--- config.mk ---
export PLATFORM = sky130hd
export DESIGN_NAME = hazard_scoreboard_flat
export DESIGN_NICKNAME = d
export VERILOG_FILES = /design/src/rtl/hazard_scoreboard_if.sv /design/src/rtl/hazard_scoreboard.sv /design/src/flat_wrapper.sv
export SDC_FILE = /design/constraint.sdc
export NUM_CORES = 1
export LEC_CHECK = 0
export CAP_MARGIN = 5
export CORE_UTILIZATION = 54
export CTS_CLUSTER_SIZE = 30
export DETAILED_ROUTE_END_ITERATION = 12
export PLACE_DENSITY = 0.89
export REMOVE_ABC_BUFFERS = 1
export SLEW_MARGIN = 20
export SYNTH_ARGS = -nofsm -noshare
export SYNTH_HDL_FRONTEND = slang
export SYNTH_SLANG_ARGS = --single-unit
--- constraint.sdc ---
create_clock -name clk -period 3 [get_ports clk]
set_clock_uncertainty 0.2 [all_clocks]
set_input_delay 0.3 -clock clk [delete_from_list [all_inputs] [get_ports clk]]
set_output_delay 0.3 -clock clk [all_outputs]
set_load 0.005 [all_outputs]
--- src/rtl/hazard_scoreboard_if.sv ---
// D-stage hazard bundle: decode-side operand/destination info in, stall/forward/MDU status out.
// The master side belongs to the decode stage and the slave side to hazard_scoreboard.
interface hazard_scoreboard_if #(
   parameter int TNEW_W = 4
);
   logic [4:0]        i_D_Rs;
   logic [4:0]        i_D_Rt;
   logic [TNEW_W-1:0] i_D_TuseRs;
   logic [TNEW_W-1:0] i_D_TuseRt;
   logic [4:0]        i_D_WAddr;
   logic [TNEW_W-1:0] i_D_Tnew;
   logic [1:0]        i_D_MDU_Op;
   logic              i_Flush;
   logic              o_Stall;
   logic [2:0]        o_FwdRs;
   logic [2:0]        o_FwdRt;
   logic              o_MDU_Busy;

   modport master (
      output i_D_Rs, i_D_Rt, i_D_TuseRs, i_D_TuseRt, i_D_WAddr, i_D_Tnew, i_D_MDU_Op, i_Flush,
      input  o_Stall, o_FwdRs, o_FwdRt, o_MDU_Busy
   );

   modport slave (
      input  i_D_Rs, i_D_Rt, i_D_TuseRs, i_D_TuseRt, i_D_WAddr, i_D_Tnew, i_D_MDU_Op, i_Flush,
      output o_Stall, o_FwdRs, o_FwdRt, o_MDU_Busy
   );
endinterface

--- src/rtl/hazard_scoreboard.sv ---
// Scoreboard of in-flight destinations/Tnew after D plus an MDU busy counter, giving stall and forward selects.
// Define HAZARD_SCOREBOARD_FWD_EN for forwarding; otherwise the pipeline is fully interlocked.
module hazard_scoreboard #(
   parameter int DEPTH    = 3,
   parameter int TNEW_W   = 4,
   parameter int MULT_CYC = 5,
   parameter int DIV_CYC  = 10
) (
   input logic                clk,
   input logic                reset_n,
   hazard_scoreboard_if.slave dec
);

   localparam int MAX_CYC = (MULT_CYC > DIV_CYC) ? MULT_CYC : DIV_CYC;
   localparam int CNT_W   = $clog2(MAX_CYC + 1);
   localparam logic [TNEW_W-1:0] TNEW_ONE = TNEW_W'(1);
   localparam logic [CNT_W-1:0]  CNT_ONE  = CNT_W'(1);

   logic [4:0]        ent_waddr [1:DEPTH];
   logic [TNEW_W-1:0] ent_tnew  [1:DEPTH];
   logic [1:0]        ent_mdu   [1:DEPTH];
   logic [CNT_W-1:0]  cnt;

   logic       data_stall;
   logic       mdu_stall;
   logic       stall;
   logic       rs_hit;
   logic       rt_hit;
   logic [2:0] fwd_rs;
   logic [2:0] fwd_rt;

   // Scoreboard shift register; flush bubbles everything, a stall bubbles only the E entry.
   always_ff @(posedge clk or negedge reset_n) begin
      if (!reset_n) begin
         for (int k = 1; k <= DEPTH; k++) begin
            ent_waddr[k] <= '0;
            ent_tnew[k]  <= '0;
            ent_mdu[k]   <= '0;
         end
      end else if (dec.i_Flush) begin
         for (int k = 1; k <= DEPTH; k++) begin
            ent_waddr[k] <= '0;
            ent_tnew[k]  <= '0;
            ent_mdu[k]   <= '0;
         end
      end else begin
         if (stall) begin
            ent_waddr[1] <= '0;
            ent_tnew[1]  <= '0;
            ent_mdu[1]   <= '0;
         end else begin
            ent_waddr[1] <= dec.i_D_WAddr;
            ent_tnew[1]  <= dec.i_D_Tnew;
            ent_mdu[1]   <= dec.i_D_MDU_Op;
         end
         for (int k = 2; k <= DEPTH; k++) begin
            ent_waddr[k] <= ent_waddr[k-1];
            ent_tnew[k]  <= (ent_tnew[k-1] != '0) ? ent_tnew[k-1] - TNEW_ONE : '0;
            ent_mdu[k]   <= ent_mdu[k-1];
         end
      end
   end

   // MDU busy counter starts when a mult/div leaves E; a flush kills that start but not a running count.
   always_ff @(posedge clk or negedge reset_n) begin
      if (!reset_n) begin
         cnt <= '0;
      end else if (!dec.i_Flush && ent_mdu[1] == 2'd2) begin
         cnt <= CNT_W'(MULT_CYC);
      end else if (!dec.i_Flush && ent_mdu[1] == 2'd3) begin
         cnt <= CNT_W'(DIV_CYC);
      end else if (cnt != '0) begin
         cnt <= cnt - CNT_ONE;
      end
   end

   // Scan oldest to youngest so the youngest matching producer ends up as the forward source.
   always_comb begin
      data_stall = 1'b0;
      fwd_rs     = 3'd0;
      fwd_rt     = 3'd0;
      rs_hit     = 1'b0;
      rt_hit     = 1'b0;
      for (int k = DEPTH; k >= 1; k--) begin
         rs_hit = (dec.i_D_Rs == ent_waddr[k]) && (ent_waddr[k] != 5'd0);
         rt_hit = (dec.i_D_Rt == ent_waddr[k]) && (ent_waddr[k] != 5'd0);
`ifdef HAZARD_SCOREBOARD_FWD_EN
         if (rs_hit) fwd_rs = 3'(k);
         if (rt_hit) fwd_rt = 3'(k);
         if (rs_hit && (dec.i_D_TuseRs < ent_tnew[k])) data_stall = 1'b1;
         if (rt_hit && (dec.i_D_TuseRt < ent_tnew[k])) data_stall = 1'b1;
`else
         if (rs_hit && (dec.i_D_TuseRs != '1) && ((ent_tnew[k] != '0) || (k < DEPTH)))
            data_stall = 1'b1;
         if (rt_hit && (dec.i_D_TuseRt != '1) && ((ent_tnew[k] != '0) || (k < DEPTH)))
            data_stall = 1'b1;
`endif
      end
      mdu_stall = (dec.i_D_MDU_Op != 2'd0) && ((cnt != '0) || ent_mdu[1][1]);
      stall     = data_stall || mdu_stall;
   end

   assign dec.o_Stall    = stall;
   assign dec.o_FwdRs    = fwd_rs;
   assign dec.o_FwdRt    = fwd_rt;
   assign dec.o_MDU_Busy = (cnt != '0);

endmodule
--- src/flat_wrapper.sv ---
// flat-port wrapper written by rule: the top's interface ports become plain ports
module hazard_scoreboard_flat 
#(
   parameter int DEPTH    = 3,
   parameter int TNEW_W   = 4,
   parameter int MULT_CYC = 5,
   parameter int DIV_CYC  = 10
)
  (clk, reset_n, dec_i_D_Rs, dec_i_D_Rt, dec_i_D_TuseRs, dec_i_D_TuseRt, dec_i_D_WAddr, dec_i_D_Tnew, dec_i_D_MDU_Op, dec_i_Flush, dec_o_Stall, dec_o_FwdRs, dec_o_FwdRt, dec_o_MDU_Busy);
  hazard_scoreboard_if #(.TNEW_W(TNEW_W)) dec_i ();
  input logic clk;
  input logic reset_n;
  input wire logic [$bits(dec_i.i_D_Rs)-1:0] dec_i_D_Rs;
  input wire logic [$bits(dec_i.i_D_Rt)-1:0] dec_i_D_Rt;
  input wire logic [$bits(dec_i.i_D_TuseRs)-1:0] dec_i_D_TuseRs;
  input wire logic [$bits(dec_i.i_D_TuseRt)-1:0] dec_i_D_TuseRt;
  input wire logic [$bits(dec_i.i_D_WAddr)-1:0] dec_i_D_WAddr;
  input wire logic [$bits(dec_i.i_D_Tnew)-1:0] dec_i_D_Tnew;
  input wire logic [$bits(dec_i.i_D_MDU_Op)-1:0] dec_i_D_MDU_Op;
  input wire logic [$bits(dec_i.i_Flush)-1:0] dec_i_Flush;
  output wire logic [$bits(dec_i.o_Stall)-1:0] dec_o_Stall;
  output wire logic [$bits(dec_i.o_FwdRs)-1:0] dec_o_FwdRs;
  output wire logic [$bits(dec_i.o_FwdRt)-1:0] dec_o_FwdRt;
  output wire logic [$bits(dec_i.o_MDU_Busy)-1:0] dec_o_MDU_Busy;
  assign dec_i.i_D_Rs = dec_i_D_Rs;
  assign dec_i.i_D_Rt = dec_i_D_Rt;
  assign dec_i.i_D_TuseRs = dec_i_D_TuseRs;
  assign dec_i.i_D_TuseRt = dec_i_D_TuseRt;
  assign dec_i.i_D_WAddr = dec_i_D_WAddr;
  assign dec_i.i_D_Tnew = dec_i_D_Tnew;
  assign dec_i.i_D_MDU_Op = dec_i_D_MDU_Op;
  assign dec_i.i_Flush = dec_i_Flush;
  assign dec_o_Stall = dec_i.o_Stall;
  assign dec_o_FwdRs = dec_i.o_FwdRs;
  assign dec_o_FwdRt = dec_i.o_FwdRt;
  assign dec_o_MDU_Busy = dec_i.o_MDU_Busy;
  hazard_scoreboard #(.DEPTH(DEPTH), .TNEW_W(TNEW_W), .MULT_CYC(MULT_CYC), .DIV_CYC(DIV_CYC)) u_core (.clk(clk), .reset_n(reset_n), .dec(dec_i));
endmodule
Word level (Yosys, flattened, before mapping)
Cells that the tools add are included.

Reductions and logical operators: 29. $mul: 0. Add/subtract/negate cells: 3. Multiplexer cells: 17. Bitwise gates (word level): 0. $lt $le $gt $ge: 0. Divide/modulo/power cells: 0. Equal/unequal tests: 10. Shift operators: 0.

Operator list (number): equality test 5 bit (6); two-way mux 4 bit (6); logical AND 1 bit (17); nonzero test 4 bit (4); two-way mux 15 bit (1); nonzero test 5 bit (3); two-way mux 12 bit (1); subtractor 4 x 1 -> 4 bit, second input constant (3); != test 4 bit, second input constant (2); two-way mux 1 bit (6); two-way mux 6 bit (1); two-way mux 5 bit (1); equality test 2 bit, second input constant (2); nonzero test 3 bit (1); logical OR 1 bit (2); two-way mux 2 bit (1); nonzero test 2 bit (1); logical NOT 1 bit (1).

Output and inout port bits: 8. Bits of input ports: 32. Memories kept: 0. Register bits: 35. Word-level logic and storage cells: 68. Bits in latches: 0. Bits in read-only memories: 0. RAM bits: 0.

Logic depth before layout (Yosys ltp)
Gate-level depths: netlist of the first run.

Word-level depth: 13. Depth in mapped cells: 9. Mapped depth without buffers: 8.

Worst setup path before layout of the first run
Ideal clock, no wire load.

Path type: register -> output. Start point: reg u_core.cnt[0]. End point: out dec_o_Stall. Data required time: 2500 ps. Cell stages (with the launch flop): 9. Arrival: 1599 ps. Path slack: 901 ps. Path buffers: 0. Cell sequence: dfrtp_1 inv_1 ha_1 nor3b_2 inv_1 o22ai_1 o41a_1 o31ai_1 or2_2.

Longest elaborated chain between the ends: 4.

RTL lines: from (decl) (line hazard_scoreboard.sv:22) `logic [CNT_W-1:0] cnt;`; from (signal assigned) (line hazard_scoreboard.sv:69) `cnt <= CNT_W'(MULT_CYC);`; from (signal assigned) (line hazard_scoreboard.sv:71) `cnt <= CNT_W'(DIV_CYC);`; from (signal assigned) (line hazard_scoreboard.sv:73) `cnt <= cnt - CNT_ONE;`; nonzero test 4 bit; net dec_o_MDU_Busy (line flat_wrapper.sv:24) `output wire logic [$bits(dec_i.o_MDU_Busy)-1:0] dec_o_MDU_Busy;`; logical OR 1 bit (line hazard_scoreboard.sv:99) `mdu_stall = (dec.i_D_MDU_Op != 2'd0) && ((cnt != '0) || ent_mdu[1][1]);`; logical AND 1 bit (line hazard_scoreboard.sv:99); logical OR 1 bit (line hazard_scoreboard.sv:100) `stall = data_stall || mdu_stall;`; to (decl) (line flat_wrapper.sv:21) `output wire logic [$bits(dec_i.o_Stall)-1:0] dec_o_Stall;`.

The timed path passes the listed nets, and every way through them passes these cells.

Final worst setup path of the first run
Start point: reg u_core.ent_waddr[11] in the netlist's numbering. End point: out dec_o_Stall.

Longest elaborated chain between the ends: 6. Elaborated cells between the ends (all ways): 10. Those cells by class: eq/ne: 2; mux: 2; reduce/logical: 6.

RTL lines: from (decl) (line hazard_scoreboard.sv:19) `logic [4:0] ent_waddr [1:DEPTH];`; from (signal, indexed assignment) (line hazard_scoreboard.sv:57) `ent_waddr[k] <= ent_waddr[k-1];`; equality test 5 bit or nonzero test 5 bit (tied branches) (line hazard_scoreboard.sv:85, hazard_scoreboard.sv:86); logical AND 1 bit (line hazard_scoreboard.sv:85) `rs_hit = (dec.i_D_Rs == ent_waddr[k]) && (ent_waddr[k] != 5'd0);`; logical AND 1 bit (line hazard_scoreboard.sv:93) `if (rs_hit && (dec.i_D_TuseRs != '1) && ((ent_tnew[k] != '0) || (k < DEPTH)))`; two-way mux 1 bit (line hazard_scoreboard.sv:93); two-way mux 1 bit * (line hazard_scoreboard.sv:95) `if (rt_hit && (dec.i_D_TuseRt != '1) && ((ent_tnew[k] != '0) || (k < DEPTH)))`; logical OR 1 bit * (line hazard_scoreboard.sv:100).

Every way passes the cells marked *; elsewhere a longest branch is shown, timed or not.

==> results.yml, run 1 <==
floorplan:
  row_count: 21
  start_util: 0.566
  core-area_um2: 3340
  die_area_um2: 3740
  io_pins: 40
  dieHeight_um: 61.2
  fp.dieW_um: 61.2
synthesis:
  ys_types: 32
  synthAdderAreaFrac: 0.0397
  syn_avg_cell_area_um2: 10.2
  synthSimpleGateAreaFrac: 0.232
  ys_warn_count: 0
  ys_ff_latch: 33
  synth_mux_area_frac: 0.0106
  synth_compound_area_frac: 0.0517
  synth_top_family_by_area: "simple AND/OR/NAND/NOR gates"
  synth_area_um2: 1890
  syn_inst: 185
  synthXorXnorAreaFrac: 0.153
  seq_area_frac_synth: 0.437
route:
  drtIter0Drc: 64
  drt-total-wl_mm: 3.58
  post_drt_wl_per_cell_um: 12.9
  drt_pass1_iterations: 4
  route.vias.total: 1429
  drc: 0
  ant_nets: 0
  avgViaCountPerCell: 5.16
grt:
  grt_pass1_wl_mm: 5.69
  grt_antenna_before_repair: 0
  track_usage: 0.219
  overflow: 0
  grt_max_degree: 34
  grt_pass1_vias: 1283
sta:
  holdWs_ps: 161
  tightest_slew_ps: 652
  finalHoldViolCount: 0
  setup_violations: 0
  max_slew_margin: 0.564
  period_minus_slack_ps: 2920
  fin_crit_sh: 0.973
  slew_violations: 0
  setup_tns_ps: 0
  timing.fmax_ghz: 0.342
power_and_ir_drop:
  p_int_mw: 0.987
  p_sw_frac: 0.313
  pwr-share-seq: 0.400
  p_leak_nw: 1.04
  p_per_area_nw_per_um2: 592
  power.share.clock: 0.245
  p_sw_mw: 0.449
  total_power_mw: 1.44
  ir_worst_vdd_mv: 0.307
  pwr-share-comb: 0.355
placed_design:
  gp_congestion: 0.954
  portBuffers: 33
  dp_hpwl_mm: 2.68
cts:
  cts.clk_slew.worst_paths_ps: 100
  cts_buffer_depth: 2
  htreeDepth: 2
  clk_latency_ps: 330
  cts_tree: "built"
  clock-sinks: 33
  cts_buffers: 5
  cts-root-buf: "clkbuf_4"
status:
  status: "finished clean"
worst_hold_path:
  hold_path.class: "primary input to asynchronous set/reset pin"
worst_setup_path:
  cp.required_ps: 2500
  path_max_fanout: 2
  crit_type: "flip-flop to primary output"
  endpoint_kind: "primary output"
  crit_buf_inv: 1
  cp_slowest_cell: "or4_4"
  cp-start-kind: "flip-flop"
  worst_ep_arrival_time_ps: 2420
  cp_top_family: "simple AND/OR/NAND/NOR gates"
  crit_chain: "or4_4 > nor2_4 > o41a_1 > o31ai_2 > or2_2 > clkdlybuf4s50_1"
  slowest_delay_ps: 560
layout:
  area_growth_pct: 28.3
  num-nets-final: 268
  postLayoutCoreUtil: 0.727
  mostFrequentLayoutCells: "clkdlybuf4s50_1 (33), dfrtp_1 (33), xnor2_1 (31)"
  post_route_cells_drive_above_1_share: 0.165
  diodes: 0
flow_run:
  cap_violations: 0
==> routing by layer <==
metal,track usage,up-vias,part of all wire,wire (um)
met3,0.0630,6,0.053,189
met1,0.270,678,0.42,1520
met2,0.363,42,0.50,1810
met5,0,-,0,0
met4,0.0877,0,0.018,64
li1,-,703,-,-
==> cells in the mapped netlist <==
cell type / count / share of area
o41a_1: 1 / 0.0060
or4_1: 1 / 0.0040
a22o_1: 1 / 0.0046
nor3b_2: 1 / 0.0066
or2_2: 1 / 0.0033
buf_6: 1 / 0.0060
nand2b_1: 1 / 0.0033
inv_1: 18 / 0.036
nand4_1: 8 / 0.026
buf_4: 6 / 0.024
nor2_1: 8 / 0.016
clkbuf_1: 2 / 0.0040
xnor2_1: 31 / 0.14
mux2i_1: 2 / 0.011
or3_1: 2 / 0.0066
o22ai_1: 4 / 0.013
nor4_1: 1 / 0.0033
nor4b_4: 1 / 0.013
nand2_1: 9 / 0.018
nor4_2: 9 / 0.060
ha_1: 6 / 0.040
a21oi_1: 6 / 0.016
nor3_1: 9 / 0.024
o21ai_0: 3 / 0.0079
nor4b_1: 1 / 0.0046
xor2_1: 2 / 0.0093
o31ai_1: 1 / 0.0040
nor3b_1: 2 / 0.0079
nor2b_1: 11 / 0.036
dfrtp_1: 33 / 0.44
buf_1: 2 / 0.0040
conb_1: 1 / 0.0020
==> logic make-up after synthesis <==
group,Yosys count
adders and majority gates,6
muxes,2
xor gates and xnor gates,33
AOI/OAI and AO/OA,16
other,1
and+or+nand+nor,65
DFF,33
buffers and inverters,29
==> power groups by stage <==
stage                     logic [mW]  registers (mW)  clock network, mW
final                          0.510           0.574              0.352
after global routing           0.565           0.580              0.385
after CTS                      0.491           0.570              0.361
after detailed placement       0.439           0.582                  0
after global placement         0.425           0.577                  0
after floorplan                0.291           0.567                  0
==> registers in the layout, indices dropped and copies added, names as in the netlist <==
signal / count
u_core.ent_tnew: 12
u_core.cnt: 4
u_core.ent_mdu: 2
u_core.ent_waddr: 15
==> worst paths after layout <==
kind / from / slack (ps) / cells past startpoint / to
max in group asynchronous: reset_n / 2150 / 2 / u_core.ent_waddr[6]$_DFF_PN0_
worst max-delay path: u_core.ent_waddr[11]$_DFF_PN0_ / 80 / 6 / dec_o_Stall
worst max register to register: u_core.ent_waddr[11]$_DFF_PN0_ / 900 / 6 / u_core.ent_mdu[5]$_DFF_PN0_
worst min-delay path: reset_n / 160 / 2 / u_core.ent_waddr[0]$_DFF_PN0_
worst min register to register: u_core.ent_tnew[8]$_DFF_PN0_ / 260 / 1 / u_core.ent_tnew[4]$_DFF_PN0_
min in group clk: u_core.ent_tnew[8]$_DFF_PN0_ / 260 / 1 / u_core.ent_tnew[4]$_DFF_PN0_
==> cell type report <==
type | instances | area [um^2]
multi-input cells | 128 | 972
clock inverters | 2 | 37.5
flip-flops and latches | 33 | 826
inverters | 18 | 67.6
well taps | 46 | 57.6
clock buffers | 6 | 51.3
repair buffers | 44 | 413
fillers | 248 | 912
==> metrics by stage <==
stage | instances | area (um^2) | worst slack [ps]
finish | 277 | 2420 | 80.3
global route | 277 | 2420 | -10.1
CTS | 276 | 2400 | 8.27
detailed placement | 262 | 2260 | 295
global placement | 262 | 2260 | 336
floorplan | 179 | 1840 | 288
==> timing repair <==
| action | CTS | global route |
|---|---|---|
| hold buffers | 0 | 0 |
| pin swaps | 2 | 1 |
| setup endpoints to repair | 1 | 1 |
| resized for setup | 2 | 6 |
| buffers inserted | 6 | 1 |
Note: power is estimated with default switching activity, not from simulation.
==> run 2, diff against run 1 <==
--- a/config.mk
+++ b/config.mk
@@ -5,11 +5,12 @@
 export SDC_FILE = /design/constraint.sdc
 export NUM_CORES = 1
 export LEC_CHECK = 0
+export ABC_CLOCK_PERIOD_IN_PS = 3000
 export CAP_MARGIN = 5
-export CORE_UTILIZATION = 54
+export CORE_UTILIZATION = 35
 export CTS_CLUSTER_SIZE = 30
 export DETAILED_ROUTE_END_ITERATION = 12
-export PLACE_DENSITY = 0.89
+export PLACE_DENSITY = 0.63
 export REMOVE_ABC_BUFFERS = 1
 export SLEW_MARGIN = 20
 export SYNTH_ARGS = -nofsm -noshare
==> run 2 against run 1 <==
Compared with the run above:
- register-to-register slack lost 90 ps
- via count shrank 2.2%
- non-clock buffer count is 3 lower
- critical path type unchanged
- critical endpoint unchanged
- largest cell class unchanged
==> results.yml, run 2 (synthesized netlist as in run 1, its figures left out) <==
sta:
  fin_crit_sh: 0.980
  period_minus_slack_ps: 2940
  timing.fmax_ghz: 0.340
  slew_violations: 0
  max_slew_margin: 0.559
  setup_violations: 0
  fin_ws_ps: 60.3
  holdWs_ps: 224
  tightest_slew_ps: 660
  finalHoldViolCount: 0
layout:
  num-nets-final: 265
  ff_latch_area_um2: 828
  postLayoutCoreUtil: 0.478
  mostFrequentLayoutCells: "clkdlybuf4s50_1 (33), xnor2_1 (31), dfrtp_1 (31)"
  post_route_cells_drive_above_1_share: 0.145
  largest_register: "u_core.ent_waddr"
  multi_input_area_um2: 963
  largest_register_ffs: 15
  fin_cells: 298
  diodes: 0
  area_growth_pct: 30.1
  final_common_cell: "clkdlybuf4s50_1"
  reg_top3: "u_core.ent_waddr x15, u_core.ent_tnew x12, u_core.cnt x4"
  fillCellCount: 510
route:
  avgViaCountPerCell: 4.69
  post_drt_wl_per_cell_um: 13.2
  drc: 0
  route.vias.total: 1397
  drt-total-wl_mm: 3.95
  drtIter0Drc: 60
  ant_nets: 0
  drt_pass1_iterations: 4
worst_setup_path:
  crit_type: "flip-flop to primary output"
  cp-start-kind: "flip-flop"
  path_max_fanout: 4
  rrSetupSlack_ps: 810
  cp.required_ps: 2500
  endpoint_kind: "primary output"
  r2r-end: "u_core.ent_mdu[5]$_DFF_PN0_"
  reg2regPathDepth: 6
  r2r_start: "u_core.ent_waddr[11]$_DFF_PN0_"
  cp-startpoint: "u_core.ent_waddr[11]$_DFF_PN0_"
  worst_ep_arrival_time_ps: 2440
power_and_ir_drop:
  p_per_area_nw_per_um2: 602
  ir_worst_vdd_mv: 0.322
  total_power_mw: 1.48
  p_leak_nw: 1.03
grt:
  overflow: 0
  grt_antenna_before_repair: 0
  grt_pass1_wl_mm: 6.08
  track_usage: 0.150
  grt_pass1_vias: 1256
  grt_max_degree: 34
cts:
  cts_buffer_depth: 2
  cts_tree: "built"
  cts_buffers: 5
  htreeDepth: 2
  cts-root-buf: "clkbuf_8"
  clk_latency_ps: 280
  clock-sinks: 33
  cts.clk_slew.worst_paths_ps: 70
placed_design:
  dp_cells: 286
  portBuffers: 33
  dp_slack_ps: 304
  gp_congestion: 0.878
  dp_hpwl_mm: 2.92
floorplan:
  die_area_um2: 5700
  dieHeight_um: 75.5
  io_pins: 40
  fp.dieW_um: 75.5
  core-area_um2: 5140
  row_count: 26
  start_util: 0.368
worst_hold_path:
  hold_path.class: "primary input to asynchronous set/reset pin"
flow_run:
  cap_violations: 0
status:
  status: "finished clean"
[run 2: report_power, final]
part,total (mW),switching (mW),internal [mW]
sequential,0.576,0.0613,0.515
combinational,0.468,0.221,0.247
clock,0.434,0.164,0.270
total,1.48,0.446,1.03
[run 2: final cells by class]
type	instances	area share
Clock buffer	6	0.0336
Clock inverter	2	0.0153
Inverter	18	0.0275
Multi-Input combinational cell	128	0.392
Sequential cell	33	0.337
Tap cell	70	0.0356
Timing Repair Buffer	41	0.159
[run 2: routing by layer]
| metal | part of all wire | GRT usage | vias to the layer above |
|---|---|---|---|
| met5 | 0 | 0 | - |
| met4 | 0.015 | 0.0556 | 0 |
| met3 | 0.032 | 0.0278 | 4 |
| met2 | 0.49 | 0.236 | 32 |
| met1 | 0.47 | 0.206 | 672 |
| li1 | - | - | 689 |
[run 2: worst max-delay path, stage by stage, from the launching register on]
cell,delay [ps]
dfrtp_2,430
or4_1,550
nor2_2,170
o41a_1,180
o31ai_2,70
or2_2,310
clkdlybuf4s50_1,450
[run 2: through the flow]
| step | setup TNS, ps | instance area, um^2 |
|---|---|---|
| final | 0 | 2460 |
| after global routing | -43.3 | 2460 |
| after CTS | 0 | 2420 |
| after detailed placement | 0 | 2290 |
| after global placement | 0 | 2290 |
| after floorplan | 0 | 1840 |
[run 2: worst max-delay path by stage]
stage                  end  slack (ps)  cells past startpoint
2_1_floorplan  dec_o_Stall         290                      4
3_3_place_gp   dec_o_Stall         300                      7
3_5_place_dp   dec_o_Stall         300                      7
4_1_cts        dec_o_Stall          20                      9
5_1_grt        dec_o_Stall         -40                      6
6_report       dec_o_Stall          60                      6
[run 2: what timing repair did]
item                                    in CTS  in global routing
resized for setup                            1                  4
endpoints found under the setup margin       1                  1
pin swaps                                    0                  1
buffers inserted                             0                  4
hold buffers                                 0                  0
